$ cat config.mk
export PLATFORM = sky130hd
export DESIGN_NAME = key_schedule
export DESIGN_NICKNAME = d
export VERILOG_FILES = /design/src/rtl/des_pkg.sv /design/src/rtl/des_pc2.sv /design/src/rtl/key_schedule.sv
export SDC_FILE = /design/constraint.sdc
export NUM_CORES = 1
export LEC_CHECK = 0
export BUFFER_PORTS_ARGS = -buffer_cell sky130_fd_sc_hd__buf_4
export CAP_MARGIN = 20
export CELL_PAD_IN_SITES_DETAIL_PLACEMENT = 1
export CELL_PAD_IN_SITES_GLOBAL_PLACEMENT = 2
export CORE_AREA = 4 4 326 328
export DETAILED_ROUTE_END_ITERATION = 6
export DIE_AREA = 0 0 330 332
export PLACE_DENSITY = 0.4
export SLEW_MARGIN = 0
export SYNTH_ARGS = -nofsm -noshare
export SYNTH_HDL_FRONTEND = slang
export SYNTH_SLANG_ARGS = --single-unit
$ cat constraint.sdc
create_clock -name clk -period 1.2 [get_ports clk]
set_clock_uncertainty 0.05 [all_clocks]
set_input_delay 0.18 -clock clk [delete_from_list [all_inputs] [get_ports clk]]
set_output_delay 0.18 -clock clk [all_outputs]
set_load 0.1 [all_outputs]
$ cat src/rtl/des_pkg.sv
// -----------------------------------------------------------------------------
// des_pkg
// Shared constants for the DES key schedule: the PC-1 and PC-2 selection
// tables (FIPS 46 1-based bit numbers), the per-round left-rotation schedule,
// and a few helpers used to build the rotations at elaboration time.
// No ports (package).
// -----------------------------------------------------------------------------
package des_pkg;

  localparam int KEY_W  = 64;
  localparam int CD_W   = 56;
  localparam int HALF_W = 28;
  localparam int RK_W   = 48;
  localparam int ROUNDS = 16;

  // PC-1: output bit i (1-based, MSB first) takes key bit PC1[i-1].
  localparam int PC1 [CD_W] = '{
    57, 49, 41, 33, 25, 17,  9,
     1, 58, 50, 42, 34, 26, 18,
    10,  2, 59, 51, 43, 35, 27,
    19, 11,  3, 60, 52, 44, 36,
    63, 55, 47, 39, 31, 23, 15,
     7, 62, 54, 46, 38, 30, 22,
    14,  6, 61, 53, 45, 37, 29,
    21, 13,  5, 28, 20, 12,  4
  };

  // PC-2: subkey bit i (1-based, MSB first) takes C||D bit PC2[i-1].
  localparam int PC2 [RK_W] = '{
    14, 17, 11, 24,  1,  5,
     3, 28, 15,  6, 21, 10,
    23, 19, 12,  4, 26,  8,
    16,  7, 27, 20, 13,  2,
    41, 52, 31, 37, 47, 55,
    30, 40, 51, 45, 33, 48,
    44, 49, 39, 56, 34, 53,
    46, 42, 50, 36, 29, 32
  };

  localparam int SHIFT_SCHEDULE [ROUNDS] = '{
    1, 1, 2, 2, 2, 2, 2, 2, 1, 2, 2, 2, 2, 2, 2, 1
  };

  // Total rotation applied to C0/D0 to reach round r (0-based), so every
  // round can be derived directly from C0/D0 instead of chaining rotators.
  function automatic int cum_shift(input int r);
    int s;
    s = 0;
    for (int i = 0; i <= r; i++) s += SHIFT_SCHEDULE[i];
    return s;
  endfunction

  // 28-bit left rotate; n in 1..28 (n = 28 is the identity).
  function automatic logic [HALF_W-1:0] rotl28(input logic [HALF_W-1:0] v,
                                               input int n);
    return (v << n) | (v >> (HALF_W - n));
  endfunction

endpackage

$ cat src/rtl/des_pc2.sv
// -----------------------------------------------------------------------------
// des_pc2
// DES Permuted Choice 2: selects 48 of the 56 C||D bits to form one round
// subkey. Pure combinational wiring.
// Ports:
//   cd_in  [55:0]  C||D, FIPS bit 1 at [55]
//   k_out  [47:0]  subkey, FIPS bit 1 at [47]
// -----------------------------------------------------------------------------
module des_pc2
  import des_pkg::*;
(
  input  logic [CD_W-1:0] cd_in,
  output logic [RK_W-1:0] k_out
);

  for (genvar g = 0; g < RK_W; g++) begin : g_sel
    localparam int SRC = CD_W - PC2[g];
    assign k_out[RK_W-1-g] = cd_in[SRC];
  end

  // PC-2 drops C||D bits 9, 18, 22, 25, 35, 38, 43 and 54.
  logic unused_cd;
  assign unused_cd = ^{cd_in[CD_W-9],  cd_in[CD_W-18], cd_in[CD_W-22],
                       cd_in[CD_W-25], cd_in[CD_W-35], cd_in[CD_W-38],
                       cd_in[CD_W-43], cd_in[CD_W-54]};

endmodule

$ cat src/rtl/key_schedule.sv
// -----------------------------------------------------------------------------
// key_schedule
// DES key schedule: expands one 64-bit key into all 16 round subkeys in one
// cycle. PC-1 and the rotations are combinational; the subkeys are captured
// into output registers on each key_valid edge.
// Parameter:
//   REVERSE_ORDER  0: round_keyN = K(N+1) (encrypt); 1: round_keyN = K(16-N)
// Ports:
//   clk            rising-edge clock
//   rst_n          asynchronous active-low reset
//   key_in [63:0]  DES key, FIPS bit 1 at [63]; parity bits not used by schedule
//   key_valid      load strobe
//   keys_valid     high for one cycle after each load
//   parity_err     (only with KEY_SCHEDULE_PARITY_CHECK_EN) a key byte at load
//                  time had even parity
//   round_key0..15 [47:0] round subkeys, FIPS bit 1 at [47]
// Build option: define KEY_SCHEDULE_PARITY_CHECK_EN to add parity_err.
// -----------------------------------------------------------------------------
module key_schedule
  import des_pkg::*;
#(
  parameter int REVERSE_ORDER = 0
) (
  input  logic            clk,
  input  logic            rst_n,
  input  logic [63:0]     key_in,
  input  logic            key_valid,
  output logic            keys_valid,
`ifdef KEY_SCHEDULE_PARITY_CHECK_EN
  output logic            parity_err,
`endif
  output logic [47:0]     round_key0,
  output logic [47:0]     round_key1,
  output logic [47:0]     round_key2,
  output logic [47:0]     round_key3,
  output logic [47:0]     round_key4,
  output logic [47:0]     round_key5,
  output logic [47:0]     round_key6,
  output logic [47:0]     round_key7,
  output logic [47:0]     round_key8,
  output logic [47:0]     round_key9,
  output logic [47:0]     round_key10,
  output logic [47:0]     round_key11,
  output logic [47:0]     round_key12,
  output logic [47:0]     round_key13,
  output logic [47:0]     round_key14,
  output logic [47:0]     round_key15
);

  // ---- stage p0: PC-1, rotations, PC-2 (combinational) ----
  logic [CD_W-1:0]   cd0_p0;
  logic [HALF_W-1:0] c0_p0;
  logic [HALF_W-1:0] d0_p0;
  logic [CD_W-1:0]   cd_p0  [ROUNDS];
  logic [RK_W-1:0]   sub_p0 [ROUNDS];

  for (genvar g = 0; g < CD_W; g++) begin : g_pc1
    localparam int SRC = KEY_W - PC1[g];
    assign cd0_p0[CD_W-1-g] = key_in[SRC];
  end

  assign c0_p0 = cd0_p0[CD_W-1:HALF_W];
  assign d0_p0 = cd0_p0[HALF_W-1:0];

  for (genvar r = 0; r < ROUNDS; r++) begin : g_round
    localparam int SH = cum_shift(r);
    assign cd_p0[r] = {rotl28(c0_p0, SH), rotl28(d0_p0, SH)};
    des_pc2 u_pc2 (
      .cd_in (cd_p0[r]),
      .k_out (sub_p0[r])
    );
  end

  // ---- stage p1: output registers ----
  logic [RK_W-1:0] rk_p1 [ROUNDS];
  logic            vld_p1;

  for (genvar g = 0; g < ROUNDS; g++) begin : g_out
    localparam int SRC = (REVERSE_ORDER != 0) ? (ROUNDS - 1 - g) : g;
    always_ff @(posedge clk or negedge rst_n) begin
      if (!rst_n) begin
        rk_p1[g] <= '0;
      end else if (key_valid) begin
        rk_p1[g] <= sub_p0[SRC];
      end
    end
  end

  always_ff @(posedge clk or negedge rst_n) begin
    if (!rst_n) begin
      vld_p1 <= 1'b0;
    end else begin
      vld_p1 <= key_valid;
    end
  end

`ifdef KEY_SCHEDULE_PARITY_CHECK_EN
  // DES expects odd parity in every byte; an even-parity byte is an error.
  logic par_bad_p0;
  logic par_err_p1;

  assign par_bad_p0 = ~(^key_in[63:56]) | ~(^key_in[55:48]) |
                      ~(^key_in[47:40]) | ~(^key_in[39:32]) |
                      ~(^key_in[31:24]) | ~(^key_in[23:16]) |
                      ~(^key_in[15:8])  | ~(^key_in[7:0]);

  always_ff @(posedge clk or negedge rst_n) begin
    if (!rst_n) begin
      par_err_p1 <= 1'b0;
    end else if (key_valid) begin
      par_err_p1 <= par_bad_p0;
    end
  end

  assign parity_err = par_err_p1;
`else
  // Parity bits 8, 16, ..., 64 are not selected by PC-1.
  logic unused_parity;
  assign unused_parity = ^{key_in[56], key_in[48], key_in[40], key_in[32],
                           key_in[24], key_in[16], key_in[8],  key_in[0]};
`endif

  assign keys_valid  = vld_p1;
  assign round_key0  = rk_p1[0];
  assign round_key1  = rk_p1[1];
  assign round_key2  = rk_p1[2];
  assign round_key3  = rk_p1[3];
  assign round_key4  = rk_p1[4];
  assign round_key5  = rk_p1[5];
  assign round_key6  = rk_p1[6];
  assign round_key7  = rk_p1[7];
  assign round_key8  = rk_p1[8];
  assign round_key9  = rk_p1[9];
  assign round_key10 = rk_p1[10];
  assign round_key11 = rk_p1[11];
  assign round_key12 = rk_p1[12];
  assign round_key13 = rk_p1[13];
  assign round_key14 = rk_p1[14];
  assign round_key15 = rk_p1[15];

endmodule

---- Yosys cells after proc, flatten, opt, wreduce, memory -nomap -nowiden ----
Index checks and enable logic that the tools add are counted.
word-level totals
  register bits ........................... 769
  input port bits ......................... 67
  output and inout bits ................... 769
  logic and storage cells ................. 47
operators by class
  bitwise gates (word level) .............. 30
operators by type and width
  kind                                    number
  28-bit by 1-bit OR with 28-bit output   2
  28-bit by 10-bit OR with 28-bit output  2
  28-bit by 12-bit OR with 28-bit output  2
  28-bit by 14-bit OR with 28-bit output  2
  28-bit by 15-bit OR with 28-bit output  2
  28-bit by 17-bit OR with 28-bit output  2
  28-bit by 19-bit OR with 28-bit output  2
  28-bit by 2-bit OR with 28-bit output   2
  28-bit by 21-bit OR with 28-bit output  2
  28-bit by 23-bit OR with 28-bit output  2
  28-bit by 25-bit OR with 28-bit output  2
  28-bit by 27-bit OR with 28-bit output  2
  28-bit by 4-bit OR with 28-bit output   2
  28-bit by 6-bit OR with 28-bit output   2
  28-bit by 8-bit OR with 28-bit output   2

---- Depth between registers and ports, before layout ----
Gate-level depths: netlist of run 1.
  depth in word-level cells ............... 1
  depth in mapped cells ................... 3
  mapped depth without buffers ............ 1

---- Cells and area by module ----
A second synthesis of run 1 with hierarchy kept.
unflattened totals
  cell total of the unflattened synthesis .. 2390
  area, all modules ....................... 34272.9 µm²
modules (own cells, without submodules)
  module        times used  cells an instance  area each (µm²)  seq. area each (µm²)
  key_schedule  1           1622               28507.3          19243.5
  des_pc2       16          48                 360.3            0.0

---- Least setup slack after synthesis of run 1 ----
No wires, ideal clock.
  path kind ............................... reg-to-output
  start point ............................. reg, netlist name round_key1[1]
  end point ............................... out round_key10[16]
  data arrival time ....................... 1.556 ns
  required time ........................... 0.970 ns
  setup slack ............................. -0.586 ns
  stages on the path, launching flop included .. 2
  buffers on the path ..................... 1
  cell sequence ........................... dfrtp_1 > buf_4
RTL lines
  element    line                source
  to (decl)  key_schedule.sv:42  output logic [47:0] round_key10,

==> results.py, run 1 <==
metrics = {
    "logic_synthesis": {
        "synth-seq-cells": 57,
        "synth_nets": 898,
        "yosysSeqAreaShare_pct": 18.7,
        "yosys_warnings": 0,
        "yosysTopAreaCell": "buf_4",
        "synthArstFlopShare_pct": 100,
        "synth_edf_count": 0,
        "synthesis.area_um2": 7610,
        "netlist_top_cells_count": "buf_4 (712), dfrtp_1 (57), mux2_4 (40), mux2_2 (16), buf_6 (5)",
        "synth.area.top_cells": "buf_4 (70%), dfrtp_1 (19%), mux2_4 (7.9%)",
        "yosys.area.top_type_share_pct": 70.2,
        "synth.most_common_cell": "buf_4",
        "yosysUniqueCellTypes": 6,
        "avgSynthCellArea_um2": 9.16,
        "syn_inst": 831,
        "synth_flop_cell": "dfrtp_1",
    },
    "detailed_routing": {
        "drt-pass1-iter-count": 3,
        "routedWlPerCell_um": 13.8,
        "drcViolationCount": 0,
        "drtIter0Drc": 65,
        "top_layer_used": "met4",
        "antenna_left": 0,
        "vias": 5639,
        "drt-total-wl_um": 34500,
        "viasPerCell": 2.26,
        "met2WireLength_um": 20200,
        "drt-met1-wl_um": 10100,
        "wl_met3_um": 3580,
    },
    "sta": {
        "worst_pin_slew_ps": 290,
        "fin_crit_ps": 1500,
        "finalHoldViolCount": 0,
        "period_share_pct": 125,
        "rsz0062_at_grt": "true",
        "relSlewSlack_pct": 80.6,
        "fmax_mhz": 667,
        "setup_ws_ps": -299,
        "slew_violations": 0,
        "setup_viol": 771,
    },
    "floorplanning": {
        "core-area_um2": 103000,
        "die_h_um": 332,
        "initial_core_util_pct": 7.38,
        "die_area_um2": 110000,
        "die_w_um": 330,
        "fp-row-count": 118,
        "io_pins": 836,
    },
    "clocking": {
        "clock-sinks": 57,
        "cts.htree.levels": 3,
        "cts_buffers": 9,
        "clock_latency_ps": 360,
        "ctsRootBufferMaster": "clkbuf_16",
        "cts_buffer_depth": 2,
        "cts_tree": "yes",
        "clkTransAtPathRegs_ps": 60,
    },
    "placed_design": {
        "dp_slack_ps": 37.7,
        "gp_congestion": 0.653,
        "dpl_cell_area_um2": 10400,
        "hpwl_um": 22400,
        "port_buffers": 827,
    },
    "run_status": {
        "status": "finished with violations",
        "violations": "setup timing",
    },
    "grt": {
        "grt_max_degree": 32,
        "gr-total-overflow": 0,
        "grt_pass1_vias": 5365,
        "track_usage_pct": 4.77,
        "grt_pass1_wl_um": 38400,
        "antenna_found_initial": 0,
    },
    "setup_path": {
        "cp_top_family": "buffers and inverters",
        "ff2ff_path_depth": 3,
        "worstPathCellList": "buf_8 -> buf_4",
        "slowest_stage": "dfrtp_4",
        "cp_num_buf_inv": 2,
        "path_depth": 2,
        "required_ps": 970,
        "crit_path_end_kind": "output port",
        "arrival_ps": 1270,
        "worstPathMaxFanout": 7,
        "crit_type": "flop to output port",
        "cp_slowest_stage_delay_ps": 440,
        "start_kind": "flop",
    },
    "pwr": {
        "power_density_nw_per_um2": 1930,
        "leakage_uw": 0.00860,
        "ir_drop_v": 0.000739,
    },
    "finish": {
        "layout.nets": 1180,
        "fillers": 11369,
        "multi_input_area_um2": 781,
        "diodes": 0,
        "syn_to_final_growth_pct": 156,
        "regArea_um2": 1640,
        "final_area_um2": 19500,
        "drive_gt1_share_pct": 94.7,
    },
    "hold_path": {
        "hp-class": "input pin to flop",
        "worstHoldPathCells": 2,
    },
    "job": {
        "drv_cap": 0,
    },
}
[area by class of cell]
class | count | area share, %
Clock buffer | 13 | 1.38
Clock inverter | 3 | 0.0769
Multi-Input combinational cell | 56 | 4.00
Sequential cell | 57 | 8.39
Tap cell | 1380 | 8.85
Timing Repair Buffer | 989 | 77.3
[cells in the final DEF (no fill, tap or decap)]
cell and instances:
buf_4 250, buf_12 534, clkbuf_16 9, mux2_4 40
buf_6 73, clkinv_2 3, dfrtp_1 1, dfrtp_4 56
mux2_2 16, dlygate4sd3_1 57, clkbuf_8 3, buf_8 75
clkbuf_1 1
[logic make-up (layout without fill, tap and decap cells)]
family   Yosys count  after routing  share of synthesized area [%]
flops             57             57                           18.7
mux               56             56                           10.3
buf+inv          718           1005                           71.0
[layer usage]
metal / vias up / track usage, %
li1: 2408 / -
met1: 2788 / 4.28
met2: 418 / 9.58
met3: 25 / 1.74
met4: 0 / 1.73
met5: - / 0
[what timing repair did]
item / CTS / global route
cloned: 0 / 0
setup endpoints to repair: 769 / 769
buffers inserted: 26 / 75
pin swaps: 0 / 0
endpoints found under the hold margin: 113 / 0
resized for setup: 434 / 1351
hold buffers: 57 / 0
[stage by stage]
stage,cells,setup TNS (ps),total power [uW],util [%],hold slack (ps)
floorplan,831,-33660,26600,-,-166
global placement,2324,0,27900,10.1,107
detailed placement,2324,0,27900,10.1,108
CTS,2423,-237950,32900,13.0,153
global route,2498,-237130,38600,18.9,171
finish,2498,-186290,37700,18.9,231
[where the power goes]
part / total [uW] / switching, uW / internal, uW
combinational: 32400 / 23000 / 9370
clock: 2720 / 1160 / 1560
sequential: 2620 / 381 / 2240
total: 37700 / 24600 / 13200
[final timing paths]
path,from,slack (ps),end
hold reg to reg,round_key1[1],630,round_key1[1]
setup reg to reg,round_key6[38],-10,round_key6[38]
max in group asynchronous,rst_n,550,round_key15[13]
min in group asynchronous,rst_n,270,round_key15[39]
setup / recovery,round_key6[38],-300,round_key3[33]
hold / removal,key_valid,230,keys_valid
[registers in the layout, summed over array words and instances, names as in the netlist]
name         flops
round_key6       6
round_key15     32
round_key14      1
keys_valid       1
round_key1      17
(Power assumes the default switching activity.)
==> run 2: changes to the inputs <==
--- a/config.mk
+++ b/config.mk
@@ -5,14 +5,15 @@
 export SDC_FILE = /design/constraint.sdc
 export NUM_CORES = 1
 export LEC_CHECK = 0
+export ABC_AREA = 1
 export BUFFER_PORTS_ARGS = -buffer_cell sky130_fd_sc_hd__buf_4
 export CAP_MARGIN = 20
 export CELL_PAD_IN_SITES_DETAIL_PLACEMENT = 1
 export CELL_PAD_IN_SITES_GLOBAL_PLACEMENT = 2
-export CORE_AREA = 4 4 326 328
+export CORE_AREA = 4 4 324 326
 export DETAILED_ROUTE_END_ITERATION = 6
-export DIE_AREA = 0 0 330 332
-export PLACE_DENSITY = 0.4
+export DIE_AREA = 0 0 328 330
+export PLACE_DENSITY = 0.41
 export SLEW_MARGIN = 0
 export SYNTH_ARGS = -nofsm -noshare
 export SYNTH_HDL_FRONTEND = slang
==> constraint.sdc (replaced) <==
create_clock -name clk -period 1.7 [get_ports clk]
set_clock_uncertainty 0.05 [all_clocks]
set_input_delay 0.255 -clock clk [delete_from_list [all_inputs] [get_ports clk]]
set_output_delay 0.255 -clock clk [all_outputs]
set_load 0.1 [all_outputs]
==> results.py, run 2 <==
metrics = {
    "hold_path": {
        "hold_start": "key_in[36]",
        "hp-class": "input pin to flop",
    },
    "sta": {
        "setup_viol": 0,
        "rsz0062_at_grt": "true",
        "relSlewSlack_pct": 69.1,
        "whs_ps": 44.5,
        "setup_ws_ps": 30.8,
        "slew_violations": 0,
        "finalHoldViolCount": 0,
        "worst_pin_slew_ps": 463,
        "fmax_mhz": 599,
        "fin_crit_ps": 1670,
        "period_share_pct": 98.2,
    },
    "grt": {
        "grt_pass1_wl_um": 41400,
        "grt_max_degree": 58,
        "track_usage_pct": 5.30,
        "gr-total-overflow": 0,
        "grt_pass1_vias": 5593,
        "antenna_found_initial": 2,
    },
    "detailed_routing": {
        "routedWlPerCell_um": 12.9,
        "vias": 5353,
        "drt-pass1-iter-count": 4,
        "drcViolationCount": 0,
        "viasPerCell": 2.16,
        "antenna_left": 0,
        "drt-total-wl_um": 32100,
        "drtIter0Drc": 116,
    },
    "logic_synthesis": {
        "synth-seq-cells": 57,
        "synth_nets": 1017,
        "syn_inst": 950,
        "yosys_warnings": 0,
        "yosys.area.top_type_share_pct": 71.3,
        "synth.most_common_cell": "buf_4",
        "netlist_top_cells_count": "buf_4 (714), nand2_1 (168), dfrtp_1 (57), buf_6 (8), buf_2 (2)",
        "synth.area.top_cells": "buf_4 (71%), dfrtp_1 (19%), nand2_1 (8.4%)",
        "synthesis.area_um2": 7520,
        "synthArstFlopShare_pct": 100,
        "yosysUniqueCellTypes": 6,
        "synth_edf_count": 0,
        "avgSynthCellArea_um2": 7.92,
        "yosysTopAreaCell": "buf_4",
        "synth_flop_cell": "dfrtp_1",
        "yosysSeqAreaShare_pct": 19.0,
    },
    "clocking": {
        "post_cts_buffers": 0,
        "clock_latency_ps": 360,
        "ctsRootBufferMaster": "clkbuf_16",
        "cts_buffer_depth": 2,
        "clkTransAtPathRegs_ps": 70,
        "cts_buffers": 9,
        "clock-sinks": 57,
        "cts.htree.levels": 3,
        "cts_tree": "yes",
    },
    "placed_design": {
        "hpwl_um": 25700,
        "placed_cells": 2425,
        "gp_congestion": 0.643,
        "dp_slack_ps": 323,
        "port_buffers": 827,
    },
    "setup_path": {
        "cp_top_family": "flip-flops",
        "r2r_start": "round_key1[5]",
        "start_kind": "flop",
        "required_ps": 1390,
        "crit_path_end_kind": "output port",
        "worstPathMaxFanout": 16,
        "slowest_stage": "dfrtp_4",
        "crit_start": "round_key1[5]",
        "worstPathCellList": "buf_4",
        "arrival_ps": 1360,
        "crit_type": "flop to output port",
        "cp_slowest_stage_delay_ps": 630,
        "cp_num_buf_inv": 1,
    },
    "floorplanning": {
        "core-area_um2": 102000,
        "io_pins": 836,
        "fp-row-count": 117,
        "die_h_um": 330,
        "initial_core_util_pct": 7.39,
        "die_area_um2": 108000,
        "die_w_um": 328,
    },
    "pwr": {
        "ir_drop_v": 0.000473,
        "power_switching_uw": 14700,
        "p_comb_share_pct": 77.9,
        "power_frac_clock_pct": 11.5,
        "sw_frac_of_total_pct": 74.1,
        "leakage_uw": 0.00558,
        "power_density_nw_per_um2": 1800,
        "p_int_uw": 5130,
        "p_seq_share_pct": 10.6,
    },
    "finish": {
        "layout.nets": 1171,
        "final_common_cell": "buf_4",
        "layout_common_cells": "buf_4 (791), nand2_1 (168), buf_6 (38), dfrtp_2 (37), dlygate4sd3_1 (36)",
        "syn_to_final_growth_pct": 46.1,
        "layout.cells.non_filler": 2478,
        "largest_register_ffs": 32,
        "drive_gt1_share_pct": 81.5,
    },
    "job": {
        "drv_cap": 0,
    },
    "run_status": {
        "status": "finished, final reports clean",
    },
}
## run 2: changes by cell type after synthesis
| cell | delta |
|---|---|
| mux2_4 | -40 |
| nand2_1 | +168 |
| buf_6 | +3 |
| mux2_2 | -16 |
| inv_2 | +1 |
| buf_4 | +2 |
| buf_2 | +1 |
## run 2: metal layers
metal  vias up  routed length (um)  GRT usage (%)
met2       416               17000           9.79
met5         -                   0              0
met1      2477               11600           5.72
met4         0                 344           1.37
li1       2444                   -              -
met3        16                3170           1.87
## run 2: cells by family (layout without fill, tap and decap cells)
family                 count (synthesis)  in the layout  synth area share [%]
flip-flops                            57             57                  19.0
AND/OR/NAND/NOR                      168            168                  8.38
other                                  0              1                     0
buffers and inverters                725            884                  72.7
## run 2: power groups by stage
stage | Sequential [uW] | Clock [uW] | Combinational, uW
5_1_grt | 2200 | 2510 | 15700
3_3_place_gp | 2090 | 0 | 15500
4_1_cts | 2140 | 2520 | 15500
2_1_floorplan | 2760 | 0 | 13800
6_report | 2100 | 2280 | 15400
3_5_place_dp | 2130 | 0 | 15400
## run 2: final timing paths
path,end,slack [ps],cells past startpoint
worst max-delay path,round_key7[7],30,1
worst min-delay path,round_key1[15],40,3
worst max register to register,round_key1[5],760,2
worst min register to register,round_key15[44],600,2
max in group asynchronous,round_key15[34],850,3
min in group asynchronous,round_key1[2],370,3
## run 2: timing repair
item,in CTS,in global routing
hold endpoints to repair,92,0
endpoints found under the setup margin,138,68
resized for setup,37,20
hold buffers,36,0
## run 2: final cells by class
| type | count | area (um^2) |
|---|---|---|
| Fill cell | 12188 | 90800 |
| Sequential cell | 57 | 1540 |
| Antenna cell | 1 | 2.50 |
| Inverter | 1 | 5.00 |
| Clock buffer | 11 | 253 |
| Tap cell | 1368 | 1710 |
| Multi-Input combinational cell | 168 | 631 |
| Timing Repair Buffer | 867 | 6770 |
| Clock inverter | 5 | 77.6 |
## run 2: worst min-delay path, delay by kind of cell
kind / cells / cell delay [ps]
buffers and inverters: 1 / 80
and+or+nand+nor: 2 / 90
## run 2: per-stage QoR
step	instance area (um^2)	total power (uW)	setup TNS, ps	util (%)
2_1_floorplan	7590	16500	0	-
4_1_cts	10900	20200	-192	10.7
5_1_grt	11000	20400	-583	10.8
3_5_place_dp	10100	17500	0	9.93
3_3_place_gp	10100	17600	0	9.93
6_report	11000	19800	0	10.8
==> run 3: changes to the inputs <==
--- a/config.mk
+++ b/config.mk
@@ -10,11 +10,13 @@
 export CAP_MARGIN = 20
 export CELL_PAD_IN_SITES_DETAIL_PLACEMENT = 1
 export CELL_PAD_IN_SITES_GLOBAL_PLACEMENT = 2
-export CORE_AREA = 4 4 324 326
+export CORE_MARGIN = 4
+export CORE_UTILIZATION = 33
 export DETAILED_ROUTE_END_ITERATION = 6
-export DIE_AREA = 0 0 328 330
-export PLACE_DENSITY = 0.41
+export PLACE_DENSITY = 0.8
+export SETUP_SLACK_MARGIN = 0.15
 export SLEW_MARGIN = 0
 export SYNTH_ARGS = -nofsm -noshare
 export SYNTH_HDL_FRONTEND = slang
+export SYNTH_HIERARCHICAL = 1
 export SYNTH_SLANG_ARGS = --single-unit
==> results.py, run 3 <==
metrics = {
    "setup_path": {
        "r2r_start": "round_key2[9]",
        "worstPathMaxFanout": 2,
        "cp_top_family": "flip-flops",
        "r2r_slack_ps": 720,
        "start_kind": "flop",
        "slowest_stage": "dfrtp_1",
        "worstPathCellList": "buf_12",
        "required_ps": 1390,
        "ff2ff_path_depth": 4,
        "arrival_ps": 1300,
        "crit_start": "round_key3[2]",
        "r2r-end": "round_key2[9]",
        "cp_slowest_stage_delay_ps": 440,
        "cp_num_buf_inv": 1,
        "crit_type": "flop to output port",
        "crit_path_end_kind": "output port",
    },
    "detailed_routing": {
        "vias": 27153,
        "antenna_left": 0,
        "viasPerCell": 4.67,
        "drtIter0Drc": 1592,
        "routedWlPerCell_um": 24.1,
        "drcViolationCount": 0,
        "drt-pass1-iter-count": 5,
        "drt-total-wl_um": 140000,
    },
    "clocking": {
        "cts_buffer_depth": 3,
        "cts_tree": "yes",
        "clock_latency_ps": 650,
        "clkTransAtPathRegs_ps": 60,
        "cts.htree.levels": 3,
        "clock-sinks": 769,
        "ctsRootBufferMaster": "clkbuf_16",
        "cts_buffers": 90,
    },
    "grt": {
        "grt_pass1_vias": 26430,
        "gr-total-overflow": 0,
        "track_usage_pct": 22.1,
        "grt_max_degree": 109,
        "antenna_found_initial": 1,
        "grt_pass1_wl_um": 184000,
    },
    "finish": {
        "diodes": 0,
        "layout.nets": 4419,
        "fin_util_pct": 50.0,
        "drive_gt1_share_pct": 28.8,
        "syn_to_final_growth_pct": 50.2,
        "fillers": 11055,
        "final_common_cell": "nand2_1",
        "layout_common_cells": "nand2_1 (2304), buf_12 (805), dfrtp_1 (767), buf_4 (319), clkbuf_16 (92)",
    },
    "sta": {
        "setup_tns_ps": 0,
        "rsz0062_at_grt": "true",
        "worst_pin_slew_ps": 592,
        "fin_crit_ps": 1610,
        "finalHoldViolCount": 0,
        "fmax_mhz": 623,
        "setup_viol": 0,
        "period_share_pct": 94.4,
        "relSlewSlack_pct": 60.6,
        "slew_violations": 0,
    },
    "hold_path": {
        "hp-class": "input pin to asynchronous set/reset pin",
    },
    "logic_synthesis": {
        "synth_compound_area_share_pct": 0,
        "netlist_top_cells_count": "nand2_1 (2304), dfrtp_1 (769), buf_4 (768), buf_2 (156), clkbuf_1 (10)",
        "synthMuxAreaShare_pct": 0,
        "syn_inst": 4012,
        "synthesis.area_um2": 34500,
        "yosysUniqueCellTypes": 7,
        "yosysSeqAreaShare_pct": 55.8,
        "avgSynthCellArea_um2": 8.60,
        "synth_xor_area_share_pct": 0,
        "synth.area.top_cells": "dfrtp_1 (56%), nand2_1 (25%), buf_4 (17%)",
        "yosys_warnings": 6,
        "synth_top_family_by_area": "simple AND/OR/NAND/NOR gates",
        "synth_edf_count": 0,
        "yosysTopAreaCell": "dfrtp_1",
        "synth-seq-cells": 769,
        "yosys.area.top_type_share_pct": 55.8,
        "synthArstFlopShare_pct": 100,
        "synth_nets": 4079,
        "synth.most_common_cell": "nand2_1",
        "synth_adder_area_share_pct": 0,
        "synth_flop_cell": "dfrtp_1",
        "yosys.area_share.simple_pct": 25.1,
    },
    "floorplanning": {
        "core-area_um2": 104000,
        "die_h_um": 331,
        "die_area_um2": 110000,
        "io_pins": 836,
        "fp-row-count": 118,
        "initial_core_util_pct": 33.3,
        "die_w_um": 331,
    },
    "placed_design": {
        "hpwl_um": 82700,
        "gp_congestion": 0.771,
        "port_buffers": 827,
    },
    "job": {
        "drv_cap": 0,
    },
    "pwr": {
        "leakage_uw": 0.0267,
        "ir_drop_v": 0.000724,
        "power_density_nw_per_um2": 1280,
    },
    "run_status": {
        "status": "finished, final reports clean",
    },
}
[run 3: how the worst max path moves through the flow]
| stage | endpoint | slack, ps | cells past startpoint |
|---|---|---|---|
| final | round_key3[2] | 90 | 1 |
| after global routing | round_key4[35] | 20 | 1 |
| after CTS | round_key11[28] | 40 | 1 |
| after detailed placement | round_key11[14] | 290 | 5 |
| after global placement | round_key7[5] | 310 | 5 |
| after floorplan | round_key0[0] | 500 | 0 |
[run 3: kinds of logic (layout without fill, tap and decap cells)]
kind of cell | count (synthesis) | count (layout)
AND/OR/NAND/NOR | 2304 | 2304
buffers and inverters | 939 | 1356
flip-flops | 769 | 769
[run 3: metrics by stage]
| step | hold slack (ps) | cells | total power, uW | setup slack (ps) | cell area, um^2 |
|---|---|---|---|---|---|
| 4_1_cts | 121 | 5604 | 62800 | 41.4 | 44700 |
| 3_5_place_dp | 229 | 5355 | 40500 | 294 | 36900 |
| 5_1_grt | 164 | 5809 | 68500 | 20.5 | 51800 |
| 6_report | 190 | 5809 | 66400 | 94.4 | 51800 |
| 3_3_place_gp | 227 | 5355 | 40300 | 309 | 36900 |
| 2_1_floorplan | -90.6 | 4012 | 36200 | 497 | 34500 |
[run 3: what timing repair did]
item / CTS / global route
cloned: 0 / 0
resized for setup: 1036 / 1270
endpoints found under the hold margin: 1531 / 0
hold buffers: 58 / 0
endpoints found under the setup margin: 769 / 769
buffers inserted: 22 / 205
[run 3: final cells by class]
class	instances	area, um^2	share of cell area [%]
clock inverter	35	379	0.732
clock buffer	134	2650	5.12
sequential	769	19200	37.1
inverter	1	11.3	0.0217
timing repair buffer	1186	19100	37.0
multi-input combinational	2304	8650	16.7
tap	1380	1730	3.33
[run 3: metal layers]
metal / vias up / global-route usage [%] / part of all wire, %
met5: - / 0 / 0
met1: 13872 / 26.4 / 37
met4: 0 / 7.38 / 6.0
met2: 1015 / 38.0 / 50
met3: 331 / 6.87 / 7.1
li1: 11935 / - / -
[run 3: power breakdown]
| group | internal [uW] | switching (uW) | total [uW] | leakage [uW] |
|---|---|---|---|---|
| Combinational | 7860 | 16600 | 24400 | 0.0159 |
| Sequential | 19900 | 1960 | 21900 | 0.00936 |
| Clock | 11700 | 8280 | 20000 | 0.00151 |
| Total | 39600 | 26800 | 66400 | 0.0267 |
